==> src/rtl/ep0_control_seq_if.sv <==
// EP0 control-sequencer bus: tokens, rx status, setup fields in; buffer control, tx and handshake requests out.
interface ep0_control_seq_if #(
  parameter int unsigned LEN_W = 7
);
  logic             setup_token;
  logic             in_token;
  logic             out_token;
  logic             rx_byte_valid;
  logic             rx_pkt_end;
  logic             rx_crc_ok;
  logic             host_ack;
  logic             req_dir;
  logic [1:0]       req_type;
  logic [4:0]       req_recipient;
  logic [7:0]       bRequest;
  logic [15:0]      wValue;
  logic [15:0]      wLength;
  logic [15:0]      desc_len;
  logic             sbuf_en;
  logic             sbuf_clear;
  logic             tx_req;
  logic [LEN_W-1:0] tx_len;
  logic [15:0]      tx_offset;
  logic             tx_data1;
  logic             hs_ack;
  logic             hs_stall;
  logic             hs_nak;
  logic [6:0]       dev_addr;
  logic [7:0]       config_value;

  modport master (
    input  setup_token, in_token, out_token, rx_byte_valid, rx_pkt_end, rx_crc_ok, host_ack,
    input  req_dir, req_type, req_recipient, bRequest, wValue, wLength, desc_len,
    output sbuf_en, sbuf_clear, tx_req, tx_len, tx_offset, tx_data1,
    output hs_ack, hs_stall, hs_nak, dev_addr, config_value
  );

  modport slave (
    output setup_token, in_token, out_token, rx_byte_valid, rx_pkt_end, rx_crc_ok, host_ack,
    output req_dir, req_type, req_recipient, bRequest, wValue, wLength, desc_len,
    input  sbuf_en, sbuf_clear, tx_req, tx_len, tx_offset, tx_data1,
    input  hs_ack, hs_stall, hs_nak, dev_addr, config_value
  );
endinterface

==> src/rtl/ep0_control_seq.sv <==
// Endpoint-0 control-transfer sequencer: setup capture, data/status stages, address and configuration.
// Macro USB_EP0_STALL_EN: when undefined, unsupported no-data OUT requests complete with a ZLP instead of STALL.
module ep0_control_seq #(
  parameter int unsigned MAX_PKT = 64,
  parameter int unsigned LEN_W   = 7
) (
  input  logic                clk,
  input  logic                reset,
  ep0_control_seq_if.master   bus
);
  localparam logic [15:0]      MaxPkt16  = 16'(MAX_PKT);
  localparam logic [LEN_W-1:0] MaxPktLen = LEN_W'(MAX_PKT);
  localparam logic [7:0]       ReqGetDesc = 8'd6;
  localparam logic [7:0]       ReqSetAddr = 8'd5;
  localparam logic [7:0]       ReqSetCfg  = 8'd9;

`ifdef USB_EP0_STALL_EN
  localparam bit StallAll = 1'b1;
`else
  localparam bit StallAll = 1'b0;
`endif

  typedef enum logic [2:0] {
    IDLE, SETUP_RX, DECODE, DATA_IN, DATA_WAIT, STATUS_OUT, STATUS_IN, STALL
  } state_t;

  state_t      state;
  logic [3:0]  byteCnt;
  logic [15:0] xferLen;
  logic [15:0] remaining;
  logic [15:0] offset;
  logic        toggle;
  logic        pendAddr;
  logic        pendCfg;

  logic        isStd;
  logic        isGetDesc;
  logic        isSetAddr;
  logic        isSetCfg;
  logic        isNoDataOut;
  logic [15:0] xferCalc;
  logic [LEN_W-1:0] nextLen;
  logic        unusedBits;

  assign isStd       = (bus.req_type == 2'd0) && (bus.req_recipient == 5'd0);
  assign isNoDataOut = !bus.req_dir && (bus.wLength == 16'd0);
  assign isGetDesc   = isStd && (bus.bRequest == ReqGetDesc) && bus.req_dir && (bus.desc_len != 16'd0);
  assign isSetAddr   = isStd && (bus.bRequest == ReqSetAddr) && isNoDataOut;
  assign isSetCfg    = isStd && (bus.bRequest == ReqSetCfg) && isNoDataOut;
  assign xferCalc    = (bus.wLength < bus.desc_len) ? bus.wLength : bus.desc_len;
  assign nextLen     = (remaining < MaxPkt16) ? LEN_W'(remaining) : MaxPktLen;
  assign unusedBits  = ^bus.wValue[15:8];

  // Sequencer: all outputs registered; handshake/tx/clear outputs are single-cycle pulses
  always_ff @(posedge clk or negedge reset) begin
    if (!reset) begin
      state            <= IDLE;
      byteCnt          <= 4'd0;
      xferLen          <= 16'd0;
      remaining        <= 16'd0;
      offset           <= 16'd0;
      toggle           <= 1'b0;
      pendAddr         <= 1'b0;
      pendCfg          <= 1'b0;
      bus.sbuf_en      <= 1'b0;
      bus.sbuf_clear   <= 1'b0;
      bus.tx_req       <= 1'b0;
      bus.tx_len       <= '0;
      bus.tx_offset    <= 16'd0;
      bus.tx_data1     <= 1'b0;
      bus.hs_ack       <= 1'b0;
      bus.hs_stall     <= 1'b0;
      bus.hs_nak       <= 1'b0;
      bus.dev_addr     <= 7'd0;
      bus.config_value <= 8'd0;
    end else begin
      bus.sbuf_clear <= 1'b0;
      bus.tx_req     <= 1'b0;
      bus.hs_ack     <= 1'b0;
      bus.hs_stall   <= 1'b0;
      bus.hs_nak     <= 1'b0;

      if (bus.setup_token) begin
        state          <= SETUP_RX;
        bus.sbuf_clear <= 1'b1;
        bus.sbuf_en    <= 1'b1;
        byteCnt        <= 4'd0;
        pendAddr       <= 1'b0;
        pendCfg        <= 1'b0;
      end else begin
        case (state)
          IDLE: begin
            if (bus.in_token || bus.out_token) bus.hs_nak <= 1'b1;
          end
          SETUP_RX: begin
            if (bus.rx_byte_valid && byteCnt != 4'd9) byteCnt <= byteCnt + 4'd1;
            if (bus.rx_pkt_end) begin
              bus.sbuf_en <= 1'b0;
              if (bus.rx_crc_ok && byteCnt == 4'd8) begin
                bus.hs_ack <= 1'b1;
                state      <= DECODE;
              end else begin
                state <= IDLE;
              end
            end
          end
          DECODE: begin
            if (isGetDesc) begin
              xferLen   <= xferCalc;
              remaining <= xferCalc;
              offset    <= 16'd0;
              toggle    <= 1'b1;
              state     <= (bus.wLength == 16'd0) ? STATUS_IN : DATA_IN;
            end else if (isSetAddr) begin
              pendAddr <= 1'b1;
              state    <= STATUS_IN;
            end else if (isSetCfg) begin
              pendCfg <= 1'b1;
              state   <= STATUS_IN;
            end else if (!StallAll && isNoDataOut) begin
              state <= STATUS_IN;
            end else begin
              state <= STALL;
            end
          end
          DATA_IN: begin
            if (bus.out_token) begin
              state <= STATUS_OUT;
            end else if (bus.in_token) begin
              bus.tx_req    <= 1'b1;
              bus.tx_len    <= nextLen;
              bus.tx_offset <= offset;
              bus.tx_data1  <= toggle;
              state         <= DATA_WAIT;
            end
          end
          DATA_WAIT: begin
            if (bus.host_ack) begin
              remaining <= remaining - 16'(bus.tx_len);
              offset    <= offset + 16'(bus.tx_len);
              toggle    <= ~toggle;
              // Short packet, or exact-length transfer fully sent, ends the data stage
              if (bus.tx_len < MaxPktLen ||
                  (remaining == 16'(bus.tx_len) && xferLen == bus.wLength))
                state <= STATUS_OUT;
              else
                state <= DATA_IN;
            end else if (bus.out_token) begin
              state <= STATUS_OUT;
            end else if (bus.in_token) begin
              bus.tx_req <= 1'b1;
            end
          end
          STATUS_OUT: begin
            if (bus.rx_pkt_end && bus.rx_crc_ok) begin
              bus.hs_ack <= 1'b1;
              state      <= IDLE;
            end else if (bus.in_token) begin
              bus.hs_stall <= 1'b1;
            end
          end
          STATUS_IN: begin
            if (bus.host_ack) begin
              if (pendAddr) bus.dev_addr <= bus.wValue[6:0];
              if (pendCfg) bus.config_value <= bus.wValue[7:0];
              pendAddr <= 1'b0;
              pendCfg  <= 1'b0;
              state    <= IDLE;
            end else if (bus.in_token) begin
              bus.tx_req   <= 1'b1;
              bus.tx_len   <= '0;
              bus.tx_data1 <= 1'b1;
            end
          end
          STALL: begin
            if (bus.in_token || bus.out_token) bus.hs_stall <= 1'b1;
          end
          default: state <= IDLE;
        endcase
      end
    end
  end
endmodule

==> src/flat_wrapper.sv <==
// flat-port wrapper written by rule: the top's interface ports become plain ports
module ep0_control_seq_flat 
#(
  parameter int unsigned MAX_PKT = 64,
  parameter int unsigned LEN_W   = 7
)
  (clk, reset, bus_setup_token, bus_in_token, bus_out_token, bus_rx_byte_valid, bus_rx_pkt_end, bus_rx_crc_ok, bus_host_ack, bus_req_dir, bus_req_type, bus_req_recipient, bus_bRequest, bus_wValue, bus_wLength, bus_desc_len, bus_sbuf_en, bus_sbuf_clear, bus_tx_req, bus_tx_len, bus_tx_offset, bus_tx_data1, bus_hs_ack, bus_hs_stall, bus_hs_nak, bus_dev_addr, bus_config_value);
  ep0_control_seq_if #(.LEN_W(LEN_W)) bus_i ();
  input  logic clk;
  input  logic reset;
  input wire logic [$bits(bus_i.setup_token)-1:0] bus_setup_token;
  input wire logic [$bits(bus_i.in_token)-1:0] bus_in_token;
  input wire logic [$bits(bus_i.out_token)-1:0] bus_out_token;
  input wire logic [$bits(bus_i.rx_byte_valid)-1:0] bus_rx_byte_valid;
  input wire logic [$bits(bus_i.rx_pkt_end)-1:0] bus_rx_pkt_end;
  input wire logic [$bits(bus_i.rx_crc_ok)-1:0] bus_rx_crc_ok;
  input wire logic [$bits(bus_i.host_ack)-1:0] bus_host_ack;
  input wire logic [$bits(bus_i.req_dir)-1:0] bus_req_dir;
  input wire logic [$bits(bus_i.req_type)-1:0] bus_req_type;
  input wire logic [$bits(bus_i.req_recipient)-1:0] bus_req_recipient;
  input wire logic [$bits(bus_i.bRequest)-1:0] bus_bRequest;
  input wire logic [$bits(bus_i.wValue)-1:0] bus_wValue;
  input wire logic [$bits(bus_i.wLength)-1:0] bus_wLength;
  input wire logic [$bits(bus_i.desc_len)-1:0] bus_desc_len;
  output wire logic [$bits(bus_i.sbuf_en)-1:0] bus_sbuf_en;
  output wire logic [$bits(bus_i.sbuf_clear)-1:0] bus_sbuf_clear;
  output wire logic [$bits(bus_i.tx_req)-1:0] bus_tx_req;
  output wire logic [$bits(bus_i.tx_len)-1:0] bus_tx_len;
  output wire logic [$bits(bus_i.tx_offset)-1:0] bus_tx_offset;
  output wire logic [$bits(bus_i.tx_data1)-1:0] bus_tx_data1;
  output wire logic [$bits(bus_i.hs_ack)-1:0] bus_hs_ack;
  output wire logic [$bits(bus_i.hs_stall)-1:0] bus_hs_stall;
  output wire logic [$bits(bus_i.hs_nak)-1:0] bus_hs_nak;
  output wire logic [$bits(bus_i.dev_addr)-1:0] bus_dev_addr;
  output wire logic [$bits(bus_i.config_value)-1:0] bus_config_value;
  assign bus_i.setup_token = bus_setup_token;
  assign bus_i.in_token = bus_in_token;
  assign bus_i.out_token = bus_out_token;
  assign bus_i.rx_byte_valid = bus_rx_byte_valid;
  assign bus_i.rx_pkt_end = bus_rx_pkt_end;
  assign bus_i.rx_crc_ok = bus_rx_crc_ok;
  assign bus_i.host_ack = bus_host_ack;
  assign bus_i.req_dir = bus_req_dir;
  assign bus_i.req_type = bus_req_type;
  assign bus_i.req_recipient = bus_req_recipient;
  assign bus_i.bRequest = bus_bRequest;
  assign bus_i.wValue = bus_wValue;
  assign bus_i.wLength = bus_wLength;
  assign bus_i.desc_len = bus_desc_len;
  assign bus_sbuf_en = bus_i.sbuf_en;
  assign bus_sbuf_clear = bus_i.sbuf_clear;
  assign bus_tx_req = bus_i.tx_req;
  assign bus_tx_len = bus_i.tx_len;
  assign bus_tx_offset = bus_i.tx_offset;
  assign bus_tx_data1 = bus_i.tx_data1;
  assign bus_hs_ack = bus_i.hs_ack;
  assign bus_hs_stall = bus_i.hs_stall;
  assign bus_hs_nak = bus_i.hs_nak;
  assign bus_dev_addr = bus_i.dev_addr;
  assign bus_config_value = bus_i.config_value;
  ep0_control_seq #(.MAX_PKT(MAX_PKT), .LEN_W(LEN_W)) u_core (.clk(clk), .reset(reset), .bus(bus_i));
endmodule
==> config.mk <==
export PLATFORM = sky130hd
export DESIGN_NAME = ep0_control_seq_flat
export DESIGN_NICKNAME = d
export VERILOG_FILES = /design/src/rtl/ep0_control_seq_if.sv /design/src/rtl/ep0_control_seq.sv /design/src/flat_wrapper.sv
export SDC_FILE = /design/constraint.sdc
export NUM_CORES = 1
export LEC_CHECK = 0
export ABC_AREA = 1
export CAP_MARGIN = 10
export CORE_MARGIN = 8
export CORE_UTILIZATION = 49
export DETAILED_ROUTE_END_ITERATION = 12
export PLACE_DENSITY_LB_ADDON = 0.1
export SYNTH_ARGS = -nofsm -noshare
export SYNTH_HDL_FRONTEND = slang
export SYNTH_SLANG_ARGS = --single-unit
==> constraint.sdc <==
create_clock -name clk -period 1.96 [get_ports clk]
set_input_delay 0.392 -clock clk [delete_from_list [all_inputs] [get_ports clk]]
set_output_delay 0.392 -clock clk [all_outputs]
set_load 0.03 [all_outputs]
After elaboration in Yosys (flattened, before gate mapping)
Cells that the tools add are included.
- register bits after elaboration: 103
- input port bits: 73
- output and inout bits: 45
- logic and storage cells: 167
- add/sub/neg operators: 3
- magnitude comparators: 3
- equal/unequal tests: 29
- mux-type cells: 71
- bitwise logic cells: 3
- reductions and logical operators: 39
- operators by type and width (operator ; count):
    $mux 16 ; 5
    $pmux 16 s2 ; 2
    $mux 3 ; 13
    $mux 7 ; 5
    $mux 1 ; 33
    $reduce_and 4->1 ; 5
    $pmux 3 s6 ; 1
    $add 16x7->16 ; 1
    $eq 16x16->1 ; 1
    $eq 16x7->1 ; 1
    $eq 8x3->1 const B ; 2
    $logic_not 16->1 ; 1
    $lt 16x16->1 ; 1
    $lt 16x7->1 const B ; 1
    $reduce_bool 16->1 ; 1
    $sub 16x7->16 ; 1
    $pmux 7 s2 ; 1
    $logic_and 1x1->1 ; 13
    $eq 3x3->1 const B ; 4
    $mux 4 ; 3
    $ne 3x3->1 const B ; 4
    $ne 4x4->1 const B ; 3
    $pmux 1 s2 ; 6
    $reduce_and 6->1 ; 2
    23 further kinds ; 38

Depth between registers and ports, before layout
- depth in word-level cells: 9
- mapped depth: 14
- depth with buffers taken out: 13

Worst setup path before layout
OpenSTA, ideal clock, no wires.
- kind: register to register
- start point: register u_core.bus.tx_len[0]
- end point: register u_core.remaining[14]
- library setup time: 125 ps
- arrival: 2012 ps
- data required time: 1835 ps
- setup slack: -177 ps
- stages on the path, launching flop included: 12
- buffers on the path: 0
- clock period less this slack: 2137 ps
- cell sequence: dfrtp_1 > ha_1 > inv_1 > fa_1 > nand3_1 > nand2_1 > a21oi_1 > nand2_1 > nor2_1 > nand3_1 > nand2_1 > nand3_1
- longest elaborated chain between the ends: 3
- RTL lines (element ; line ; text):
    from (decl) ; ep0_control_seq_if.sv:34 ; output sbuf_en, sbuf_clear, tx_req, tx_len, tx_offset, tx_data1,
    from (signal assigned) ; ep0_control_seq.sv:131 ; bus.tx_len <= nextLen;
    $sub 16x7->16 ; ep0_control_seq.sv:139 ; remaining <= remaining - 16'(bus.tx_len);
    $mux 16 ; ep0_control_seq.sv:138 ; if (bus.host_ack) begin
    $pmux 16 s2 ; ep0_control_seq.sv:91 ; case (state)
    to (signal assigned) ; ep0_control_seq.sv:110 ; remaining <= xferCalc;
    to (signal assigned) ; ep0_control_seq.sv:139 ;
    to (decl) ; ep0_control_seq.sv:30 ; logic [15:0] remaining;
Every way passes these cells. The select of a mux whose other input is x is not followed.
A chain may end at the register's enable or synchronous reset.

Worst setup path after layout
- start point: register u_core.bus.tx_len[0]
- end point: register u_core.remaining[12]
Same word-level chain as after synthesis.

==> impl_summary.md <==
Outcome
The run finished, with violations left. The final reports fail on negative setup slack.

GRT
The pin count of the biggest net entering global routing is 41. The global-route wire length before repair is around 31 mm. Summed over all layers, the global routing overflow is 0. For this run, the total global-route usage over all layers was measured as 0.208.

The via count of the first global-routing pass came to 6319. The initial antenna violation count came to 0.

Critical path
STA puts the critical path data required time at ~2.2 ns. The type of the setup path with the least slack is reg -> reg. Among cell families on the critical path, the largest total delay comes from adder cells.

Data arrives at the worst endpoint at 2.27 ns. The largest fanout on the critical path is 4. On the worst path, the slowest cell contributes a delay of roughly 0.44 ns. The kind of end point of the critical path is a register. The buffering stage count on the worst path with inverters included is 1. Walking the worst path, the cells encountered are ha_4 -> inv_2 -> fa_2 -> nand3_2 -> nand2_2 -> a21oi_4 -> nand2_2 -> xor2_1 -> a21oi_2 -> nand2_1. The cell with the largest stage delay on the worst path is dfrtp_2. The critical path starts at u_core.bus.tx_len[0]$_DFFE_PN0P_. The startpoint type of the worst setup path is a register. The worst flop-to-flop path startpoint is u_core.bus.tx_len[0]$_DFFE_PN0P_. The most prevalent standard cell on the critical path is nand2_2.

Finish
After the flow finishes, the layout carries non-filler instances totaling roughly 1300. The ratio of cells with drive above 1 in the final layout is 0.247. The count of inserted antenna diode cells is 0. After the last flow step, the layout net total stands at 1188. The final-layout fill cell count is between 1000 and 1500. Across the whole layout, storage elements account for ~2600 µm². The area overhead of the layout relative to synthesis is 44.2%.

The area used by multi-input combinational logic is a little under 4000 µm².

Die
The total area inside the core boundary comes to 13300 µm². The boundary pin count is approximately 120. In this run the vertical extent of the chip is around 130 µm. The floorplan step defined a die boundary enclosing roughly 18000 µm². In this run the horizontal extent of the chip is approximately 130 µm.

The starting density of the core is 0.504. After floorplanning, the core was divided into 42 placement rows.

STA
In the post-route analysis, the smallest setup slack over all paths is -0.0685 ns. The final count of pins violating max slew was 0. The largest clock skew in the final design is roughly 0.008 ns. The sum of negative setup slack is -0.0685 ns. Derived from the worst setup path, the maximum achievable clock frequency is ~490 MHz. The time the worst path needs with I/O delays and setup is about 2 ns. The count of final setup violators is 1. Setup repair after global routing could not meet its margin everywhere. The final critical-path share of the clock period is 1.03. The number of hold violations in the final report is 0. The final hold slack is 0.429 ns. The relative max-transition margin is 0.751. The transition time of the tightest slew-check pin is approximately 0.37 ns.

Pwr
In this run the power density over the cells is 529 nW/µm². Summed over all cells, the static leakage comes to slightly below 5 nW. The largest vdd supply drop is 0.412 mV.

Routing
For this block, the via count after detailed routing is 6682. In this run, the number of DRC markers left after iteration 0 of detailed routing was between 400 and 500. For this run, design rule violations remaining after detail routing come to 0.

After detailed routing, the average wire length per cell comes to roughly 15 µm. Once detail routing completed, the nets flagged for antenna violations numbered 0. Using the TritonRoute via totals, the vias-per-cell ratio works out to 5.29.

The first TritonRoute pass finished after 6 iterations. The overall routed net length is 19.5 mm.

Synthesis
The number of cells produced by synthesis is 870. Among all flip-flop cells after synthesis, the most frequent one is dfrtp_1. The async set-or-reset flop fraction in the synthesized netlist is 1.00.

The number of nets handed over by synthesis was roughly 980. The number of synthesized register bits is just over 100. The cell area that synthesis handed to floorplanning was roughly 6700 µm². The warning count from the yosys run is 0. Each instance of the synthesized netlist takes up on average about 7.7 µm². The number of different library cells used by synthesis comes to 53. The sequential cell area fraction in the yosys report is 0.385. The synthesized design contains 0 enable-type register cells.

Place
OpenSTA, run right after detailed placement, puts the worst setup slack at -0.428 ns. Routability-driven placement finished with a final weighted congestion of 0.886. The count of input and output buffers is 109. The cell total after placement is roughly 1200. The detailed placer's ending HPWL is between 10 and 15 mm.

Clock tree
The number of sinks on the clock net is 103. The largest buffer count on any clock path is 2. CTS built an H-tree with a depth of 3. The CTS tree is yes.

The clock latency at the later pin of the worst-skew pair is ~0.35 ns. After clock tree synthesis, the clock-pin slew on the worst setup and hold paths is around 0.080 ns. In this run, CTS created clock tree buffers numbering 9.

The cell sitting at the root of the clock tree is a clkbuf_16.

Min path
The worst hold path belongs to the class in -> async.

Run
The total of max-cap violations is 0.
layer usage:
layer	track usage	vias up	wire length, µm
li1	-	3282	-
met1	0.269	3152	8480
met2	0.343	217	9580
met3	0.0371	31	994
met4	0.0700	0	445
met5	0	-	0
layout make-up:
class	count	area share
inverters	118	0.0469
multi-input cells	633	0.409
flip-flops and latches	103	0.268
clock buffers	9	0.0233
well taps	176	0.0228
clock inverters	7	0.0105
repair buffers	216	0.220
what timing repair did:
item	CTS	global route
hold endpoints to repair	11	0
endpoints found under the setup margin	28	49
resized for setup	14	127
pin swaps	4	30
cloned	0	3
buffers inserted	0	7
hold buffers	1	0
flip-flops by register name, summed over array words and instances, names as in the netlist:
register                 cells
u_core.bus.sbuf_en           1
u_core.xferLen              16
u_core.bus.config_value      8
u_core.bus.sbuf_clear        1
u_core.remaining            16
u_core.offset               16
u_core.bus.tx_data1          1
u_core.pendCfg               1
u_core.byteCnt               4
u_core.bus.hs_stall          1
u_core.bus.dev_addr          7
u_core.bus.tx_req            1
u_core.state                 3
u_core.bus.tx_len            7
u_core.bus.hs_nak            1
u_core.bus.hs_ack            1
u_core.toggle                1
u_core.bus.tx_offset        16
u_core.pendAddr              1
path summary, 6_finish.rpt:
| path | depth (start not counted) | to | slack, ns |
|---|---|---|---|
| max in group asynchronous | 3 | u_core.bus.tx_len[1]$_DFFE_PN0P_ | 0.95 |
| min in group clk | 2 | u_core.bus.sbuf_en$_DFFE_PN0P_ | 0.47 |
| max reg2reg | 10 | u_core.remaining[12]$_DFFE_PN0P_ | -0.07 |
| min | 2 | u_core.bus.dev_addr[4]$_DFFE_PN0P_ | 0.43 |
| max | 10 | u_core.remaining[12]$_DFFE_PN0P_ | -0.07 |
| min reg2reg | 2 | u_core.bus.sbuf_en$_DFFE_PN0P_ | 0.47 |
through the flow:
| step | cell area, µm² | utilization | total power (W) |
|---|---|---|---|
| floorplan | 6710 | - | 0.00259 |
| global placement | 8660 | 0.652 | 0.00300 |
| detailed placement | 8660 | 0.652 | 0.00301 |
| CTS | 9040 | 0.680 | 0.00499 |
| global route | 9660 | 0.726 | 0.00531 |
| finish | 9660 | 0.726 | 0.00511 |
worst reg2reg max path: stages (launching register included):
cell,delay (ns)
dfrtp_2,0.44
ha_4,0.16
inv_2,0.04
fa_2,0.36
nand3_2,0.08
nand2_2,0.08
a21oi_4,0.18
nand2_2,0.12
xor2_1,0.19
a21oi_2,0.21
nand2_1,0.07
Yosys cell counts, drive strengths merged (2+ instances only):
cell / number / area share
or2: 2 / 0.0019
fa: 2 / 0.0060
nor2: 76 / 0.049
mux2: 23 / 0.043
clkinv: 3 / 0.0024
o21bai: 2 / 0.0022
xor2: 11 / 0.014
nand4: 17 / 0.016
nand3: 116 / 0.094
a21boi: 3 / 0.0034
ha: 32 / 0.060
nor3: 13 / 0.013
nor4: 4 / 0.0037
xnor2: 6 / 0.0078
o21a: 2 / 0.0022
o21ai: 46 / 0.034
nand2: 221 / 0.13
a21oi: 45 / 0.036
dlymetal6s2s: 2 / 0.0037
nand3b: 3 / 0.0034
dfrtp: 103 / 0.38
inv: 115 / 0.065
buf: 12 / 0.016
clkbuf: 2 / 0.0026
power by group:
group / internal [W] / switching (W) / total [W]
registers: 0.00217 / 0.0000384 / 0.00221
clock network: 0.00114 / 0.000862 / 0.00200
logic: 0.000431 / 0.000474 / 0.000905
cell usage in the layout (no fill, tap or decap), types with 14 or more instances in the layout:
cell / n
nand2_1: 194
dfrtp_1: 98
inv_1: 92
nand3_1: 92
buf_4: 90
clkdlybuf4s50_1: 84
nor2_1: 67
a21oi_1: 36
o21ai_0: 28
dlymetal6s2s_1: 23
nand2_2: 22
nand3_2: 22
inv_2: 21
nand4_1: 17
o21ai_1: 17
ha_1: 17
mux2_2: 14
kinds of logic (layout without fill, tap and decap cells):
group                      count (synthesis)  after routing  share of synthesized area
adders and majority gates                 34             34                     0.0657
buffers and inverters                    134            350                     0.0891
and+or+nand+nor                          454            454                      0.309
DFF                                      103            103                      0.385
xor gates and xnor gates                  17             17                     0.0222
AOI/OAI and AO/OA                        105            105                     0.0861
muxes                                     23             23                     0.0426
Note: power is estimated with default switching activity, not from simulation.
